<file path="config.mk">
export PLATFORM = sky130hd
export DESIGN_NAME = niosii_onchip_mem_loader
export DESIGN_NICKNAME = d
export VERILOG_FILES = /design/src/rtl/niosii_onchip_mem_loader.sv
export SDC_FILE = /design/constraint.sdc
export NUM_CORES = 1
export LEC_CHECK = 0
export CAP_MARGIN = 20
export CORE_MARGIN = 3
export CORE_UTILIZATION = 55
export CTS_CLUSTER_SIZE = 25
export DETAILED_ROUTE_END_ITERATION = 16
export PLACE_DENSITY = 0.84
export SYNTH_ARGS = -nofsm -noshare
export SYNTH_HDL_FRONTEND = slang
export SYNTH_SLANG_ARGS = --single-unit
</file>
<file path="constraint.sdc">
create_clock -name clk -period 8.8 [get_ports clk]
set_clock_uncertainty 0.15 [all_clocks]
set_input_delay 1.76 -clock clk [delete_from_list [all_inputs] [get_ports clk]]
set_output_delay 1.76 -clock clk [all_outputs]
set_load 0.005 [all_outputs]
</file>
<file path="src/rtl/niosii_onchip_mem_loader.sv">
// Byte-stream loader that packs bytes little-endian into 32-bit words and fills on-chip program RAM.
// Optional MEM_LOADER_VERIFY_EN adds a readback pass that compares the sum of stored words to the checksum.
module niosii_onchip_mem_loader #(
    parameter int ADDR_W = 14,
    parameter int DEPTH  = 12000
) (
    input  logic              clk,
    input  logic              reset,
    input  logic              start,
    input  logic [ADDR_W-1:0] base_addr,
    input  logic [ADDR_W-1:0] word_count,
    input  logic [7:0]        byte_data,
    input  logic              byte_valid,
    output logic              byte_ready,
    output logic [ADDR_W-1:0] mem_address,
    output logic [3:0]        mem_byteenable,
    output logic              mem_chipselect,
    output logic              mem_write,
    output logic [31:0]       mem_writedata,
    output logic              mem_clken,
    input  logic [31:0]       mem_readdata,
    output logic              busy,
    output logic              done,
    output logic              error,
    output logic [31:0]       checksum
);

    // state | meaning
    // IDLE   | waiting for start
    // FILL   | accepting bytes into the word buffer
    // WRITE  | one-cycle write of the assembled word
    // VERIFY | readback pass (only with MEM_LOADER_VERIFY_EN)
    // DONE   | one-cycle completion pulse
`ifdef MEM_LOADER_VERIFY_EN
    typedef enum logic [2:0] {S_IDLE, S_FILL, S_WRITE, S_VERIFY, S_DONE} state_t;
`else
    typedef enum logic [2:0] {S_IDLE, S_FILL, S_WRITE, S_DONE} state_t;
`endif

    localparam logic [ADDR_W:0] DEPTH_L = (ADDR_W + 1)'(DEPTH);

    state_t            state, state_nxt;
    logic [ADDR_W-1:0] cnt_q;
    logic [ADDR_W-1:0] addr_q;
    logic [ADDR_W-1:0] words_q;
    logic [1:0]        idx_q;
    logic [31:0]       word_q;
    logic [31:0]       checksum_q;
    logic              error_q;
    logic [ADDR_W:0]   end_addr;
    logic              range_err;
    logic              last_word;

    assign end_addr  = {1'b0, base_addr} + {1'b0, word_count};
    assign range_err = end_addr > DEPTH_L;
    assign last_word = (words_q + ADDR_W'(1)) == cnt_q;

`ifdef MEM_LOADER_VERIFY_EN
    logic [ADDR_W-1:0] base_q;
    logic [ADDR_W-1:0] vcnt_q;
    logic [31:0]       vsum_q;
`else
    logic unused_readdata;
    assign unused_readdata = ^mem_readdata;
`endif

    always_comb begin
        state_nxt      = state;
        byte_ready     = 1'b0;
        mem_chipselect = 1'b0;
        mem_write      = 1'b0;
        mem_byteenable = 4'h0;
        done           = 1'b0;
        case (state)
            S_IDLE: begin
                if (start) begin
                    if (word_count == '0 || range_err) state_nxt = S_DONE;
                    else                               state_nxt = S_FILL;
                end
            end
            S_FILL: begin
                byte_ready = 1'b1;
                if (byte_valid && idx_q == 2'd3) state_nxt = S_WRITE;
            end
            S_WRITE: begin
                mem_chipselect = 1'b1;
                mem_write      = 1'b1;
                mem_byteenable = 4'hF;
                if (last_word) begin
`ifdef MEM_LOADER_VERIFY_EN
                    state_nxt = S_VERIFY;
`else
                    state_nxt = S_DONE;
`endif
                end else begin
                    state_nxt = S_FILL;
                end
            end
`ifdef MEM_LOADER_VERIFY_EN
            S_VERIFY: begin
                mem_chipselect = 1'b1;
                if (vcnt_q == cnt_q) state_nxt = S_DONE;
            end
`endif
            S_DONE: begin
                done      = 1'b1;
                state_nxt = S_IDLE;
            end
            default: state_nxt = S_IDLE;
        endcase
    end

    always_ff @(posedge clk) begin
        if (reset) begin
            state      <= S_IDLE;
            cnt_q      <= '0;
            addr_q     <= '0;
            words_q    <= '0;
            idx_q      <= '0;
            word_q     <= '0;
            checksum_q <= '0;
            error_q    <= 1'b0;
`ifdef MEM_LOADER_VERIFY_EN
            base_q     <= '0;
            vcnt_q     <= '0;
            vsum_q     <= '0;
`endif
        end else begin
            state <= state_nxt;
            case (state)
                S_IDLE: begin
                    if (start) begin
                        cnt_q      <= word_count;
                        addr_q     <= base_addr;
                        words_q    <= '0;
                        idx_q      <= '0;
                        checksum_q <= '0;
                        error_q    <= (word_count != '0) && range_err;
`ifdef MEM_LOADER_VERIFY_EN
                        base_q     <= base_addr;
`endif
                    end
                end
                S_FILL: begin
                    if (byte_valid) begin
                        word_q[{idx_q, 3'b000} +: 8] <= byte_data;
                        idx_q                        <= idx_q + 2'd1;
                    end
                end
                S_WRITE: begin
                    checksum_q <= checksum_q + word_q;
                    words_q    <= words_q + ADDR_W'(1);
`ifdef MEM_LOADER_VERIFY_EN
                    // Rewind to the first word so readback starts on the next cycle.
                    if (last_word) begin
                        addr_q <= base_q;
                        vcnt_q <= '0;
                        vsum_q <= '0;
                    end else begin
                        addr_q <= addr_q + ADDR_W'(1);
                    end
`else
                    addr_q <= addr_q + ADDR_W'(1);
`endif
                end
`ifdef MEM_LOADER_VERIFY_EN
                S_VERIFY: begin
                    addr_q <= addr_q + ADDR_W'(1);
                    vcnt_q <= vcnt_q + ADDR_W'(1);
                    // Read data trails the presented address by one cycle.
                    if (vcnt_q != '0) vsum_q <= vsum_q + mem_readdata;
                    if (vcnt_q == cnt_q && (vsum_q + mem_readdata) != checksum_q) error_q <= 1'b1;
                end
`endif
                default: ;
            endcase
        end
    end

    assign busy          = (state != S_IDLE);
    assign mem_address   = addr_q;
    assign mem_writedata = word_q;
    assign mem_clken     = 1'b1;
    assign checksum      = checksum_q;
    assign error         = error_q;

endmodule

</file>
# Word-level counts from Yosys, hierarchy flattened
# Index checks and enable logic that the tools add are counted.
# W data, S select, Z words.
[classes] eq_ne=8 n_lt_le_gt_ge=1 shifts=2 add_sub_neg=6 reduce_logical=14 mux=19
[op_table] operator="$pmux W32 S2" n=1
[op_table] operator="$pmux W14 S2" n=2
[op_table] operator="$add A32 B32 Y32" n=1
[op_table] operator="$bwmux W32" n=1
[op_table] operator="$mux W32" n=1
[op_table] operator="$shift A8 B7 Y32 const A" n=1
[op_table] operator="$shiftx A8 B7 Y32" n=1
[op_table] operator="$add A14 B1 Y14 const B" n=2
[op_table] operator="$mux W14" n=2
[op_table] operator="$add A14 B14 Y15" n=1
[op_table] operator="$gt A15 B14 Y1 const B" n=1
[op_table] operator="$eq A14 B14 Y1" n=1
[op_table] operator="$logic_not A14 Y1" n=1
[op_table] operator="$reduce_bool A14 Y1" n=1
[op_table] operator="$pmux W3 S3" n=1
[op_table] operator="$mux W2" n=4
[op_table] operator="$reduce_and A2 Y1" n=4
[op_table] operator="$neg A5 Y7" n=1
[op_table] operator="$eq A3 B2 Y1 const B" n=2
[op_table] operator="$mux W3" n=2
[op_table] operator="$ne A2 B2 Y1 const B" n=3
[op_table] operator="$mux W4" n=1
[op_table] operator="$pmux W2 S2" n=1
[op_table] operator="$reduce_bool A2 Y1" n=2
[op_table] operator="9 further kinds" n=12
[totals] out_inout_bits=89 regBits=112 in_bits=72 elab_cells=58

# Longest topological paths before layout
[depth] word_depth=6 ltp_mapped=10 depth_no_buf=10

# Worst setup path after synthesis
# OpenSTA, ideal clock, no wires.
[synth_timing] path_type="in2reg" start="in base_addr[0]" end="reg error_q, in the netlist error" t_arrival_ns=3.829 slack_ns=4.688 required_ns=8.517 stages=10 setup_time_ns=0.133 n_path_buf=0 path_cell_list="ha_1 > fa_1 > a21oi_1 > o211ai_1 > nand2b_1 > a21oi_1 > or3b_2 > mux2_2 > o22ai_1 > o41ai_2"
[synth_via] elab_chain_len=3
[synth_lines] item="from (decl)" line_no="10" rtl="input logic [ADDR_W-1:0] base_addr,"
[synth_lines] item="$add A14 B14 Y15" line_no="54" rtl="assign end_addr = {1'b0, base_addr} + {1'b0, word_count};"
[synth_lines] item="$gt A15 B14 Y1" line_no="55" rtl="assign range_err = end_addr > DEPTH_L;"
[synth_lines] item="$logic_and A1 B1 Y1" line_no="138" rtl="error_q <= (word_count != '0) && range_err;"
[synth_lines] item="to (signal assigned)" line_no="138"
[synth_lines] item="to (decl)" line_no="49" rtl="logic error_q;"
# No other way between the ends.
# A chain may end at the register's enable or synchronous reset.

# Final worst setup path
[layout_timing] start="in word_count[0]" end="reg error_q, in the netlist error"
[layout_via] elab_chain_len=3 word_cells_on_any_way=4 classes_between="1 x add/sub; 1 x order compare; 2 x reduce/logical"
[layout_lines] item="from (decl)" line_no="11" rtl="input logic [ADDR_W-1:0] word_count,"
[layout_lines] item="$add A14 B14 Y15" line_no="54"
[layout_lines] item="$gt A15 B14 Y1" line_no="55"
[layout_lines] item="$logic_and A1 B1 Y1 (*)" line_no="138"
# Mark *: on every way between the ends. The rest lies on a longest branch, timed or not.

==> metrics.yaml <==
outcome:
  status: "finished clean"
power:
  power_mw: 1.16
  p_leak_nw: 3.40
  peakVddDrop_mv: 0.141
  powerDensity_nw_per_um2: 134
logic_synthesis:
  synth_edf_count: 0
  synthCells: 899
  yosysSeqAreaShare_pct: 31.1
  syn_area_sq_um: 7150
  synth.distinct_cells: 78
  yosys_register_bits: 111
  synth_nets: 1025
  yosys_warnings: 0
  synth_async_sr_flop_share_pct: 0
  syn_area_per_cell_sq_um: 7.95
  synth_ff_type: "dfxtp_1"
critical_path:
  timing.rr.end: "checksum[28]"
  worstPathCellList: "clkdlybuf4s50_1, ha_1, fa_1, a21oi_1, o211ai_1, nand2b_1, or2b_1, xnor2_1, a2111oi_2, o22ai_1, o41ai_2"
  cp.arrival_ns: 4.69
  critical_path.max_stage_delay_ns: 0.50
  r2r_cells: 10
  crit_fanout: 4
  reg2reg_from: "mem_writedata[0]"
  crit_start: "word_count[0]"
  crit_required_ns: 8.92
  cp_slowest_cell: "clkdlybuf4s50_1"
  path_class: "in -> reg"
  ff2ff_setup_slack_ns: 5.31
  start_kind: "input port"
  setup.worst_path.end_class: "register"
cells_and_area:
  fin_nets: 1115
  final_common_cell: "clkdlybuf4s50_1"
  fillers: 1060
  final_util_pct: 68.7
  final-seq-area_sq_um: 2220
  multiInputGateArea_sq_um: 4600
  post_route_cells_drive_above_1_share_pct: 4.33
  area_growth_pct: 21.8
  final_cell_mix: "126 x clkdlybuf4s50_1, 111 x dfxtp_1, 99 x a21oi_1"
  n_antenna_cell: 0
sta:
  finalCritPeriodShare_pct: 52.0
  fin_tns_setup_ns: 0
  fmax_mhz: 219
  slew-limit-headroom_pct: 36.7
  tightest_slew_ns: 0.948
  finalCriticalPeriod_ns: 4.57
  rsz0062_at_grt: "false"
  setup_viol: 0
  hold_viol_final: 0
  drv_slew: 0
die:
  dieArea_sq_um: 14400
  core_sq_um: 12700
  dieWidth_um: 120
  std_cell_rows: 41
  die_h_um: 120
  io_pins: 161
  start_util_pct: 56.4
clock_tree:
  clkTransAtPathRegs_ns: 0.07
  cts_buffers: 9
  clk_latency_ns: 0.37
  cts_tree: "yes"
  root_buffer: "clkbuf_16"
  ctsLongestPathBuffers: 2
  cts.sinks: 111
  htreeDepth: 3
  cts.repair.resized: 0
  cts-hold-fix-buffers: 0
  cts_setup_buffers: 0
global_route:
  grt_first_pass_wirelength_um: 31300
  grt_max_degree: 91
  grtUsageTotal_pct: 26.7
  grt_overflow: 0
  grt_pass1_vias: 6336
  antenna_found_initial: 0
placement:
  dp_hpwl_um: 14400
  portBuffers: 127
  routabilityCongestion: 0.943
route:
  via_per_inst: 6.04
  drc: 0
  routedWlPerCell_um: 17.0
  ant_nets: 0
  wl_um: 19800
  firstDrtPassIters: 5
  drt_first_iter_violations: 610
  vias: 7040
min_path:
  min_from: "cnt_q[8]"
  hold_depth: 2
  min_path_type: "reg -> reg"
  whs_endpoint: "cnt_q[8]"
flow_run:
  cap_viol_max_count: 0
==> layer usage <==
metal | vias to the layer above | wire (um) | track usage [%] | part of all wire [%]
li1 | 3461 | - | - | -
met1 | 3296 | 8650 | 34.7 | 44
met2 | 248 | 9630 | 45.3 | 49
met3 | 35 | 1130 | 4.57 | 5.7
met4 | 0 | 365 | 8.30 | 1.8
met5 | - | 0 | 0 | 0
==> power by group <==
part	total (mW)	internal, mW	switching (mW)
sequential	0.544	0.520	0.0238
combinational	0.220	0.0979	0.122
clock	0.399	0.196	0.203
==> worst max-delay path by stage <==
stage / end / slack, ns / cells past startpoint
6_report: error / 4.23 / 11
5_1_grt: error / 4.03 / 11
4_1_cts: error / 4.27 / 11
3_5_place_dp: error / 3.90 / 11
3_3_place_gp: error / 3.89 / 11
2_1_floorplan: error / 4.69 / 10
==> worst max-delay path, delay by kind of cell <==
kind | cells | cell delay, ns
buffers and inverters | 1 | 0.50
xor gates and xnor gates | 1 | 0.14
and+or+nand+nor | 2 | 0.37
AOI/OAI and AO/OA | 5 | 1.21
adders and majority gates | 2 | 0.70
==> kinds of logic (layout without fill, tap and decap cells) <==
family	after synthesis	count (layout)	synth area share, %
simple gates	319	319	21.2
compound gates	280	280	25.9
flops	111	111	31.1
buf+inv	74	169	4.57
xor+xnor	56	56	6.86
fa+ha+maj	54	54	9.66
mux	4	4	0.665
other cells	1	1	0.0525
==> synthesized netlist by cell type (3+ instances only) <==
cell type  number  area (sq um)
dfxtp_1       111          2220
a21oi_1        99           495
nand2_1        94           353
nor2_1         86           323
ha_1           52           651
nand3_1        44           220
o21ai_0        42           210
clkbuf_1       41           154
xnor2_1        31           272
a22oi_1        30           225
xor2_1         25           219
inv_1          19          71.3
nor3_1         19          95.1
a211oi_1       15           113
a21o_1         15           113
and3_1         14          87.6
a22o_1         12           105
nand4_1        11          68.8
nor4_1          8          50.1
a31oi_1         6          37.5
buf_4           6          45.0
nand2b_1        6          37.5
a311oi_1        5          43.8
nand3b_1        5          37.5
nor3b_1         5          37.5
o211ai_1        5          37.5
o22ai_1         5          31.3
and2_1          4          25.0
and4_1          4          35.0
o21a_1          4          30.0
o41ai_2         4          65.1
or3_1           4          25.0
buf_6           3          33.8
nor2b_1         3          18.8
o21bai_1        3          22.5
o31ai_1         3          22.5
or4_1           3          22.5
==> registers in the layout, summed over array words and instances (netlist names) <==
signal	count
mem_writedata	32
checksum	32
error	1
idx_q	2
words_q	14
cnt_q	14
state	2
mem_address	14
==> layout make-up <==
| cell class | instances | share of cell area, % |
|---|---|---|
| Clock inverter | 7 | 0.647 |
| Inverter | 20 | 0.862 |
| Tap cell | 172 | 2.47 |
| Sequential cell | 111 | 25.5 |
| Multi-Input combinational cell | 714 | 52.8 |
| Clock buffer | 9 | 2.59 |
| Timing Repair Buffer | 133 | 15.1 |
==> per-stage QoR <==
step                setup WS [ns]  instances  hold WS [ns]  instance area (sq um)
global route                 4.03       1166         0.353                   8710
floorplan                    4.69        899         0.298                   7150
CTS                          4.27       1166         0.322                   8710
finish                       4.23       1166         0.320                   8710
detailed placement           3.90       1150         0.312                   8430
global placement             3.89       1150         0.309                   8430
No activity file was read; power rests on OpenSTA's default activity.
